`config.mk`:
```
export PLATFORM = sky130hd
export DESIGN_NAME = fifo_32x32_ctrl
export DESIGN_NICKNAME = d
export VERILOG_FILES = /design/src/rtl/fifo_32x32_ctrl_pkg.sv /design/src/rtl/fifo_32x32_ctrl_sram.sv /design/src/rtl/fifo_32x32_ctrl.sv
export SDC_FILE = /design/constraint.sdc
export NUM_CORES = 1
export LEC_CHECK = 0
export BUFFER_PORTS_ARGS = -buffer_cell sky130_fd_sc_hd__buf_2
export CORE_ASPECT_RATIO = 1.4
export CORE_MARGIN = 5
export CORE_UTILIZATION = 55
export CTS_CLUSTER_DIAMETER = 200
export DETAILED_ROUTE_END_ITERATION = 12
export PLACE_DENSITY = 0.71
export SKIP_CTS_REPAIR_TIMING = 1
export SYNTH_ARGS = -nofsm -noshare
export SYNTH_HDL_FRONTEND = slang
export SYNTH_SLANG_ARGS = --single-unit
```
`constraint.sdc`:
```
create_clock -name clock -period 4.4 [get_ports clock]
set_clock_uncertainty 0.15 [all_clocks]
set_input_delay 1.32 -clock clock [delete_from_list [all_inputs] [get_ports clock]]
set_output_delay 1.32 -clock clock [all_outputs]
set_load 0.05 [all_outputs]
```
`src/rtl/fifo_32x32_ctrl_pkg.sv`:
```
// Shared geometry constants and helpers for the 32x32 first-word-fall-through FIFO.
package fifo_32x32_ctrl_pkg;

    localparam int FIFO_DEPTH = 32;
    localparam int FIFO_WIDTH = 32;
    localparam int PTR_W      = 5;
    localparam int CNT_W      = 6;

    typedef logic [PTR_W-1:0]      ptr_t;
    typedef logic [CNT_W-1:0]      count_t;
    typedef logic [FIFO_WIDTH-1:0] word_t;

    localparam count_t FULL_COUNT = count_t'(FIFO_DEPTH);

    // Larger of two levels; used for the high-water mark.
    function automatic count_t max_level(input count_t a, input count_t b);
        return (a > b) ? a : b;
    endfunction

endpackage

```
`src/rtl/fifo_32x32_ctrl_sram.sv`:
```
// 32x32 dual-port storage: synchronous write, asynchronous read, never reset.
module sram32x32DpAr
    import fifo_32x32_ctrl_pkg::*;
(
    input  logic  writeClock,
    input  logic  writeEnable,
    input  ptr_t  writeAddress,
    input  word_t writeData,
    input  ptr_t  readAddress,
    output word_t dataReadPort
);

    word_t mem [FIFO_DEPTH];

    // Write port: one word per rising edge when enabled.
    always_ff @(posedge writeClock) begin
        if (writeEnable) begin
            mem[writeAddress] <= writeData;
        end
    end

    assign dataReadPort = mem[readAddress];

endmodule

```
`src/rtl/fifo_32x32_ctrl.sv`:
```
// 32-deep, 32-bit first-word-fall-through FIFO controller with fill level,
// almost-full flag, high-water mark and synchronous flush.
module fifo_32x32_ctrl
    import fifo_32x32_ctrl_pkg::*;
#(
    parameter int ALMOST_FULL_LEVEL = 28
) (
    input  logic         clock,
    input  logic         reset,
    input  logic         clear,
    input  logic         pushValid,
    input  logic [31:0]  pushData,
    output logic         pushReady,
    output logic         popValid,
    input  logic         popReady,
    output logic [31:0]  popData,
    output logic [5:0]   fillLevel,
    output logic         almostFull,
    output logic [5:0]   peakLevel
);

    ptr_t   writePtr;
    ptr_t   readPtr;
    count_t fillCount;
    count_t peakCount;
    count_t nextFill;
    word_t  ramData;
    logic   push;
    logic   pop;

    // Handshakes come straight from registered state; clear suppresses both
    // so a flushed cycle never writes storage or moves a pointer.
    assign pushReady = (fillCount != FULL_COUNT);
    assign popValid  = (fillCount != '0);
    assign push      = pushValid && pushReady && !clear;
    assign pop       = popValid && popReady && !clear;

    // Storage only ever presents words behind readPtr once popValid is set,
    // so unwritten locations are masked by the popValid gate below.
    sram32x32DpAr u_sram (
        .writeClock   (clock),
        .writeEnable  (push),
        .writeAddress (writePtr),
        .writeData    (pushData),
        .readAddress  (readPtr),
        .dataReadPort (ramData)
    );

    // Next occupancy: simultaneous push and pop leave the count unchanged.
    always_comb begin
        nextFill = fillCount;
        if (push && !pop) begin
            nextFill = fillCount + count_t'(1);
        end else if (pop && !push) begin
            nextFill = fillCount - count_t'(1);
        end
    end

    // Pointer, occupancy and high-water state; pointers wrap naturally at 5 bits.
    always_ff @(posedge clock or posedge reset) begin
        if (reset) begin
            writePtr  <= '0;
            readPtr   <= '0;
            fillCount <= '0;
            peakCount <= '0;
        end else if (clear) begin
            writePtr  <= '0;
            readPtr   <= '0;
            fillCount <= '0;
            peakCount <= '0;
        end else begin
            if (push) begin
                writePtr <= writePtr + ptr_t'(1);
            end
            if (pop) begin
                readPtr <= readPtr + ptr_t'(1);
            end
            fillCount <= nextFill;
            peakCount <= max_level(peakCount, nextFill);
        end
    end

    assign popData    = popValid ? ramData : '0;
    assign fillLevel  = fillCount;
    assign peakLevel  = peakCount;
    assign almostFull = (fillCount >= count_t'(ALMOST_FULL_LEVEL));

endmodule

```
Yosys cells after proc, flatten, opt, wreduce, memory -nomap -nowiden
Memories as Yosys holds them, arrays and structs flattened.
Index checks and enable logic that the tools add are counted.
{"block": "totals", "register_bits": 22, "ramBits": 1024, "output_inout_bits": 47, "word_cells": 37, "mem_count": 1, "in_bits": 37}
{"memory": "u_sram.mem", "depth": 32, "word_bits": 32, "read_ports": 1, "rd_clocked_by_memory_dff": 0, "wr": 1, "line_no": "fifo_32x32_ctrl_sram.sv:13", "rtl": "word_t mem [FIFO_DEPTH];"}
{"block": "op_classes", "mux": 12, "n_reduce_logical": 12, "addsub": 4, "magnitude_cmp": 2, "n_eq_ne": 2}
{"operator": "two-way mux 32 bit", "n": 1}
{"operator": "two-way mux 6 bit", "n": 5}
{"operator": "two-way mux 5 bit", "n": 4}
{"operator": "adder 5 x 1 -> 5 bit (second input constant)", "n": 2}
{"operator": "adder 6 x 1 -> 6 bit (second input constant)", "n": 1}
{"operator": "greater-or-equal comparator 6 x 5 -> 1 bit (second input constant)", "n": 1}
{"operator": "greater-than comparator 6 bit", "n": 1}
{"operator": "logical AND 1 bit", "n": 6}
{"operator": "!= test 6 bit (second input constant)", "n": 1}
{"operator": "nonzero test 6 bit", "n": 1}
{"operator": "subtractor 6 x 1 -> 6 bit (second input constant)", "n": 1}
{"operator": "nonzero test 2 bit", "n": 2}
{"operator": "zero test 1 bit", "n": 3}
{"operator": "two-way mux 1 bit", "n": 2}
{"operator": "!= test 2 bit (second input constant)", "n": 1}

Logic depth before layout (Yosys ltp)
Gate-level depths: netlist of run 1.
{"block": "logic_depth", "ltp_word": 10, "ltp_mapped": 14, "ltp_nobuf": 13}

Hierarchy
A second synthesis of run 1 with hierarchy kept.
{"block": "unflattened", "hier_cells": 2445, "hier_area_um2": 41745.0}
{"mod": "sram32x32DpAr", "cells_per_inst": 2228, "n_inst": 1, "area_per_inst_um2": 39844.5, "seq_area_each_um2": 30749.5}
{"mod": "fifo_32x32_ctrl", "cells_per_inst": 217, "n_inst": 1, "area_per_inst_um2": 1900.6, "seq_area_each_um2": 550.5}

Worst setup path after synthesis of run 1
Ideal clock, no wire load.
{"block": "synth_path", "path_kind": "reg-to-output", "startpoint": "register fillCount[0], in the netlist fillLevel[0]", "endpoint": "output port popData[13]", "path_stages_with_launch": 8, "required_time_ps": 2930, "path_buffers": 1, "t_arrival_ps": 2843, "slack_ps": 87, "cell_sequence": "dfrtp_1 inv_1 ha_1 nor4b_4 nand2_1 nand2b_1 clkbuf_1 o22ai_1"}
{"block": "synth_via", "elab_chain_len": 2}
{"item": "start, declared", "line_no": "fifo_32x32_ctrl.sv:24", "rtl": "count_t fillCount;"}
{"item": "start signal, assigned", "line_no": "fifo_32x32_ctrl.sv:78", "rtl": "fillCount <= nextFill;"}
{"item": "nonzero test 6 bit", "line_no": "fifo_32x32_ctrl.sv:34", "rtl": "assign popValid = (fillCount != '0);"}
{"item": "net popValid", "line_no": "fifo_32x32_ctrl.sv:14", "rtl": "output logic popValid,"}
{"item": "two-way mux 32 bit", "line_no": "fifo_32x32_ctrl.sv:83", "rtl": "assign popData = popValid ? ramData : '0;"}
{"item": "end, declared", "line_no": "fifo_32x32_ctrl.sv:16", "rtl": "output logic [31:0] popData,"}
The timed path passes the listed nets, and every way through them passes these cells.

Worst setup path after layout of run 1
{"block": "layout_path", "startpoint": "register readPtr[0]", "endpoint": "output port popData[26]"}
{"block": "layout_via", "elab_chain_len": 2}
{"item": "start, declared", "line_no": "fifo_32x32_ctrl.sv:23", "rtl": "ptr_t readPtr;"}
{"item": "start signal, assigned", "line_no": "fifo_32x32_ctrl.sv:76", "rtl": "readPtr <= readPtr + ptr_t'(1);"}
{"item": "memory (32 x 32 bit)"}
{"item": "two-way mux 32 bit", "line_no": "fifo_32x32_ctrl.sv:83"}
No other way between the ends.

==> metrics.log, run 1 <==
[metrics] part of the total power dissipated in the clock network: 31.2%
[metrics] area of the die: 0.0793 sq mm
[metrics] Power Dens Cells: 546 mW/mm^2
[metrics] most common cell in the synthesized netlist: sky130_fd_sc_hd__edfxtp_1
[metrics] Worst Setup Slack, final: -154 ps
[metrics] global route total overflow: 0
[metrics] worst-margin pin slew: 860 ps
[metrics] post-synthesis register bit count: 1046
[metrics] class of the most critical hold timing path: reg -> reg
[metrics] Most used DFF post-synth: sky130_fd_sc_hd__edfxtp_1
[metrics] Pins Over Slew Limit: 0
[metrics] antenna violations before repair: 3
[metrics] CTS root buffer: sky130_fd_sc_hd__clkbuf_16
[metrics] result of the run: finished with violations
[metrics] Routed Wire Length: 100000 microns
[metrics] total negative slack for setup checks: -2570 ps
[metrics] row count: 117
[metrics] mean post-synth cell area: 23.5 sq um
[metrics] synthesis warning total: 0
[metrics] sort of element at the start of the critical path: flip-flop
[metrics] DRC errors left: 0
[metrics] layout cells sized above 1: 40.0%
[metrics] Seq/Total Area, Yosys: 77.3%
[metrics] die extent in x: 239 microns
[metrics] average wire length per cell after detail routing: 33.2 microns
[metrics] Detailed Route Iter0 Violations: 2453
[metrics] cell area after synthesis: 0.0405 sq mm
[metrics] largest cells by area after synthesis: sky130_fd_sc_hd__edfxtp_1 (76%), sky130_fd_sc_hd__mux4_2 (18%), sky130_fd_sc_hd__dfrtp_1 (1.4%), sky130_fd_sc_hd__inv_1 (0.67%), sky130_fd_sc_hd__o22ai_1 (0.49%)
[metrics] number of buffers between clock root and the deepest sink: 3
[metrics] initial core utilization: 55.6%
[metrics] required time at the worst-slack endpoint: 2930 ps
[metrics] count of flip-flops with a built-in enable after synthesis: 1024
[metrics] largest net degree at the start of global routing: 47
[metrics] Post-Synthesis Cells: 1722
[metrics] total chip power: 26000 uW
[metrics] Slew headroom: 42.6%
[metrics] ports placed on the boundary: 84
[metrics] CTS H-tree depth: 3
[metrics] number of antenna-violating nets in the routed design: 0
[metrics] Total Nets Final: 2032
[metrics] register-to-register setup slack: 580 ps
[metrics] detailed-route wire length on metal 1: 35200 microns
[metrics] proportion of netlist area held by the largest area contributor: 75.9%
[metrics] routed length on met2: 53600 microns
[metrics] total of endpoints with negative setup slack in the final report: 29
[metrics] proportion of power drawn by flip-flops and latches: 43.0%
[metrics] number of distinct library cells after synthesis: 44
[metrics] final hold violations: 0
[metrics] max-capacitance violation count: 0
[metrics] CTS tree: built
[metrics] Crit-path slowest cell: sky130_fd_sc_hd__mux4_2
[metrics] first-pass GRT wire length: 136000 microns
[metrics] syn_nets: 1773
[metrics] area growth from synthesis to layout: 17.7%
[metrics] Tmin final: 4550 ps
[metrics] final worst path period share: 103%
[metrics] topmost layer with routed signal wires: met4
[metrics] Post-Place Worst Slack: -11.3 ps
[metrics] failing checks: negative setup slack
[metrics] Worst IR Drop VDD: 0.312 mV
[metrics] post-layout utilization of the core: 65.4%
[metrics] leakage power figure: 0.0151 uW
[metrics] Critical Setup Path Class: reg -> out
[metrics] critical path endpoint category: output pin
[metrics] total placed cells including tap cells: 2784
[metrics] die extent in y: 331 microns
[metrics] achievable frequency: 220 MHz
[metrics] number of non-filler instances in the completed layout: 3014
[metrics] largest incremental delay on the critical path: 520 ps
[metrics] post-CTS clock slew at the launch and capture registers of the worst setup and hold paths: 70 ps
[metrics] Clock Sinks: 1046
[metrics] weighted congestion at the end of routability-driven global placement: 0.849
[metrics] chain of cells forming the critical path: buf_12 -> clkbuf_16 -> clkbuf_16 -> mux4_2 -> mux4_2 -> inv_2 -> o22ai_2 -> buf_6
[metrics] arrival time at the worst endpoint: 3080 ps
[metrics] post-synthesis async set-or-reset flop share: 2.10%
[metrics] routed vias: 19700
[metrics] via count normalized by instance count: 6.54
[metrics] switching fraction of total power: 28.3%
[metrics] Detailed Place HPWL: 51800 microns
[metrics] metal3 WL: 8110 microns
[metrics] Num CTS Buffers: 94
[metrics] Combinational Power Share: 25.8%
[metrics] peak fanout along the critical path: 8
[metrics] clock latency of the later-clocked register in the worst-skew pair: 650 ps
[metrics] first-pass iteration count of the detailed router: 5
[metrics] setup repair after global routing missed its margin: yes
[metrics] cell types with the highest counts after synthesis: sky130_fd_sc_hd__edfxtp_1 (1024), sky130_fd_sc_hd__mux4_2 (320), sky130_fd_sc_hd__inv_1 (72), sky130_fd_sc_hd__nor2_1 (52), sky130_fd_sc_hd__clkbuf_1 (46)
[metrics] Total Routing Usage GR: 23.8%
[metrics] Int Pwr: 18700 uW
[metrics] core region area: 0.0729 sq mm
[metrics] cell type contributing the most total cell area after synthesis: sky130_fd_sc_hd__edfxtp_1
[metrics] Psw: 7350 uW
[metrics] number of global-route vias before repair: 19800
[metrics] # port buffers: 83
==> critical path: cells and delay by family, from the launching register on <==
kind / cells / cell delay (ps)
AOI/OAI and AO/OA: 1 / 90
buffers and inverters: 5 / 800
DFF: 1 / 500
muxes: 2 / 1030
==> power groups by stage <==
stage          registers [uW]  logic (uW)  clock network [uW]
4_1_cts                 11200        5540                8210
3_5_place_dp            11400        5510                   0
2_1_floorplan           11500        3790                   0
5_1_grt                 11200        7040                8660
3_3_place_gp            11400        5410                   0
6_report                11200        6720                8120
==> metrics by stage <==
step,cell area (sq um),hold slack [ps]
4_1_cts,46300,412
2_1_floorplan,40500,367
3_5_place_dp,43300,389
5_1_grt,47700,444
6_report,47700,409
3_3_place_gp,43300,381
==> cells in the final DEF (no fill, tap or decap), drive strengths merged, types with 6 or more instances in the layout <==
cell type  instances
buf              230
bufinv             9
clkbuf           132
clkinv            45
clkinvlp           8
dfrtp             22
edfxtp          1024
ha                14
inv               75
mux2              10
mux4             320
nand2             15
nor2              52
o22ai             32
xnor2              6
xor2               9
==> state kept, by name (all words and copies together) (netlist names) <==
register and count:
readPtr 5, u_sram.mem 1024, fillLevel 6, peakLevel 6, writePtr 5
==> logic make-up (layout without fill, tap and decap cells) <==
logic type / Yosys count / count (layout) / synth area share [%]
other: 0 / 2 / 0
xor gates and xnor gates: 15 / 15 / 0.324
DFF: 1046 / 1046 / 77.3
muxes: 335 / 335 / 18.2
buffers and inverters: 161 / 499 / 1.65
AOI/OAI and AO/OA: 52 / 52 / 0.896
adders and majority gates: 14 / 14 / 0.432
and+or+nand+nor: 99 / 99 / 1.21
==> worst paths after layout <==
kind,to,cells after the start,from
min,peakLevel[1]$_DFFE_PP0P_,1,peakLevel[1]$_DFFE_PP0P_
max,popData[26],8,readPtr[0]$_DFFE_PP0P_
min in group asynchronous,peakLevel[5]$_DFFE_PP0P_,2,reset
min reg2reg,peakLevel[1]$_DFFE_PP0P_,1,peakLevel[1]$_DFFE_PP0P_
max reg2reg,peakLevel[2]$_DFFE_PP0P_,13,fillLevel[1]$_DFF_PP0_
max in group asynchronous,readPtr[0]$_DFFE_PP0P_,2,reset
==> per-layer routing <==
layer  track usage [%]  vias to the layer above
li1                  -                     7825
met1              31.5                    10600
met2              41.8                     1113
met3              3.29                      189
met4              7.27                        0
met5                 0                        -
==> final cells by class <==
class / count / area, sq um
Clock buffer: 110 / 2450
Clock inverter: 65 / 581
Timing Repair Buffer: 252 / 2870
Multi-Input combinational cell: 515 / 8990
Fill cell: 4513 / 25200
Sequential cell: 1046 / 31300
Tap cell: 952 / 1190
Inverter: 72 / 270
Antenna cell: 2 / 5.00
No activity file was read; power rests on OpenSTA's default activity.
==> run 2: changes to the inputs <==
--- a/config.mk
+++ b/config.mk
@@ -6,12 +6,11 @@
 export NUM_CORES = 1
 export LEC_CHECK = 0
 export BUFFER_PORTS_ARGS = -buffer_cell sky130_fd_sc_hd__buf_2
-export CORE_ASPECT_RATIO = 1.4
+export CORE_ASPECT_RATIO = 0.75
 export CORE_MARGIN = 5
-export CORE_UTILIZATION = 55
+export CORE_UTILIZATION = 25
 export CTS_CLUSTER_DIAMETER = 200
 export DETAILED_ROUTE_END_ITERATION = 12
-export PLACE_DENSITY = 0.71
 export SKIP_CTS_REPAIR_TIMING = 1
 export SYNTH_ARGS = -nofsm -noshare
 export SYNTH_HDL_FRONTEND = slang
==> run 2 against run 1 <==
The flow still finishes with violations (negative setup slack). Register-to-register slack got worse by 140 ps. Combinational power fell by 1%. First-iteration DRC count shrank 4.0%. Critical path type unchanged.
==> metrics.log, run 2 (synthesized netlist as in run 1, its figures left out) <==
[metrics] Largest register FFs: 1024 (unchanged)
[metrics] Clock Sinks: 1046 (unchanged)
[metrics] Tmin final: 4650 ps (+97.5 ps)
[metrics] worst hold-check slack: 410 ps (+1.15 ps)
[metrics] routed vias: 19500 (-0.88%)
[metrics] global route total overflow: 0 (unchanged)
[metrics] arrival time at the worst endpoint: 3180 ps (+100 ps)
[metrics] worst-margin pin slew: 933 ps (+72.3 ps)
[metrics] final hold violations: 0 (unchanged)
[metrics] total of endpoints with negative setup slack in the final report: 32 (+10%)
[metrics] largest net degree at the start of global routing: 69 (+47%)
[metrics] antenna violations before repair: 12 (+9)
[metrics] largest register by flop count: u_sram.mem
[metrics] result of the run: finished with violations
[metrics] post-CTS clock slew at the launch and capture registers of the worst setup and hold paths: 70 ps (about the same)
[metrics] Pins Over Slew Limit: 0 (unchanged)
[metrics] die extent in y: 359 microns (+8.3%)
[metrics] Critical Setup Path Class: reg -> out
[metrics] part of the total power dissipated in the clock network: 31.6% (+0.4 points)
[metrics] # port buffers: 83 (unchanged)
[metrics] layout cells sized above 1: 38.5% (-1.5 points)
[metrics] proportion of power drawn by flip-flops and latches: 42.9% (about the same)
[metrics] placement-stage cell area: 0.0453 sq mm (+4.7%)
[metrics] CTS tree: built
[metrics] Total Nets Final: 2042 (+0.49%)
[metrics] Routed Wire Length: 106000 microns (+5.9%)
[metrics] class of the most critical hold timing path: reg -> reg
[metrics] required time at the worst-slack endpoint: 2930 ps (about the same)
[metrics] via count normalized by instance count: 4.64 (-29%)
[metrics] ports placed on the boundary: 84 (unchanged)
[metrics] clock latency of the later-clocked register in the worst-skew pair: 680 ps (+30 ps)
[metrics] Detailed Route Iter0 Violations: 2355 (-4.0%)
[metrics] total negative slack for setup checks: -6170 ps (-3590 ps)
[metrics] first-pass GRT wire length: 147000 microns (+7.8%)
[metrics] Final Instance Area: 0.0494 sq mm (+3.7%)
[metrics] DRC errors left: 0 (unchanged)
[metrics] Slew headroom: 37.8% (-4.8 points)
[metrics] first-pass iteration count of the detailed router: 5 (unchanged)
[metrics] Combinational Power Share: 25.5% (-0.3 points)
[metrics] Detailed Place HPWL: 59900 microns (+16%)
[metrics] Num CTS Buffers: 93 (-1.1%)
[metrics] Worst IR Drop VDD: 0.426 mV (+36%)
[metrics] Power Dens Cells: 528 mW/mm^2 (-3.3%)
[metrics] core region area: 0.162 sq mm (+120%)
[metrics] Total Routing Usage GR: 11.9% (-12 points)
[metrics] number of buffers between clock root and the deepest sink: 3 (unchanged)
[metrics] CTS root buffer: sky130_fd_sc_hd__clkbuf_16
[metrics] weighted congestion at the end of routability-driven global placement: 0.758 (-11%)
[metrics] peak fanout along the critical path: 7 (-1)
[metrics] initial core utilization: 25.0% (-31 points)
[metrics] number of global-route vias before repair: 19900 (+0.64%)
[metrics] critical path endpoint category: output pin
[metrics] die extent in x: 475 microns (+98%)
[metrics] CTS H-tree depth: 3 (unchanged)
[metrics] failing checks: negative setup slack
[metrics] average wire length per cell after detail routing: 25.1 microns (-24%)
[metrics] total chip power: 26100 uW (+0.27%)
[metrics] commonest non-fill, non-tap cells in the layout: sky130_fd_sc_hd__edfxtp_1 (1024), sky130_fd_sc_hd__mux4_2 (320), sky130_fd_sc_hd__clkbuf_16 (109), sky130_fd_sc_hd__buf_4 (91)
[metrics] setup repair after global routing missed its margin: yes
[metrics] area of the multi-input gates: 0.00888 sq mm (-1.3%)
[metrics] Worst Setup Slack, final: -251 ps (-97.5 ps)
[metrics] Int Pwr: 18700 uW (about the same)
[metrics] row count: 128 (+9.4%)
[metrics] max-capacitance violation count: 0 (unchanged)
[metrics] final worst path period share: 106% (+2.2 points)
[metrics] achievable frequency: 215 MHz (-2.1%)
[metrics] switching fraction of total power: 28.5% (+0.26 points)
[metrics] Psw: 7440 uW (+1.2%)
[metrics] number of antenna-violating nets in the routed design: 0 (unchanged)
[metrics] area growth from synthesis to layout: 22.0%
[metrics] sequential cell area in the final layout: 0.0313 sq mm (about the same)
[metrics] sort of element at the start of the critical path: flip-flop
[metrics] leakage power figure: 0.0152 uW (+0.64%)
[metrics] area of the die: 0.170 sq mm (+110%)
[metrics] count of filler cells inserted in the layout: 15300 (+240%)
[metrics] leading cell type in the layout, fill and taps excluded: sky130_fd_sc_hd__edfxtp_1
==> run 2: cell count changes in the layout (fill, tap and decap cells not counted), sizes merged <==
cell,delta
buf,+18
bufinv,+1
clkinv,-6
clkinvlp,-5
diode,+2
inv,-1
==> run 2: worst paths after layout <==
| check | from | end | slack [ps] | cells after the start |
|---|---|---|---|---|
| worst max-delay path | readPtr[0]$_DFFE_PP0P_ | popData[8] | -250 | 9 |
| worst min-delay path | peakLevel[4]$_DFFE_PP0P_ | peakLevel[4]$_DFFE_PP0P_ | 410 | 2 |
| worst max register to register | fillLevel[1]$_DFF_PP0_ | peakLevel[3]$_DFFE_PP0P_ | 440 | 12 |
| worst min register to register | peakLevel[4]$_DFFE_PP0P_ | peakLevel[4]$_DFFE_PP0P_ | 410 | 2 |
| max in group asynchronous | reset | readPtr[3]$_DFFE_PP0P_ | 2730 | 2 |
| min in group asynchronous | reset | readPtr[0]$_DFFE_PP0P_ | 690 | 2 |
==> run 2: area by class of cell <==
class	count	area share (%)
sequential	1046	63.4
multi-input combinational	515	18.0
timing repair buffer	263	6.49
tap	2145	5.43
clock buffer	117	5.02
clock inverter	54	1.19
inverter	72	0.547
antenna	4	0.0202
==> run 2: critical path, stage by stage, from the launching register on <==
cell and delay [ps]:
sky130_fd_sc_hd__dfrtp_4 510, sky130_fd_sc_hd__buf_12 170, sky130_fd_sc_hd__buf_12 140, sky130_fd_sc_hd__buf_16 130
sky130_fd_sc_hd__mux4_2 550, sky130_fd_sc_hd__mux4_2 500, sky130_fd_sc_hd__inv_2 60, sky130_fd_sc_hd__o22ai_1 80
sky130_fd_sc_hd__buf_4 180, sky130_fd_sc_hd__buf_8 150
==> run 2: power by group through the flow <==
stage | clock [uW] | sequential [uW] | combinational, uW
final | 8250 | 11200 | 6650
after global placement | 0 | 11400 | 5800
after global routing | 8860 | 11200 | 7050
after floorplan | 0 | 11500 | 3790
after CTS | 8430 | 11200 | 5870
after detailed placement | 0 | 11400 | 5850
==> run 2: per-layer routing <==
metal	part of all wire, %	global-route usage (%)
met1	43	16.8
met2	47	18.8
met3	7.4	2.35
met4	2.1	3.06
met5	0.010	0
==> run 2: metrics by stage <==
stage	std cells	setup WS, ps	util [%]
floorplan	1722	86.6	-
global placement	3999	-3.67	28.0
detailed placement	3999	-52.3	28.0
CTS	4170	-531	29.9
global route	4213	-337	30.6
finish	4216	-251	30.6
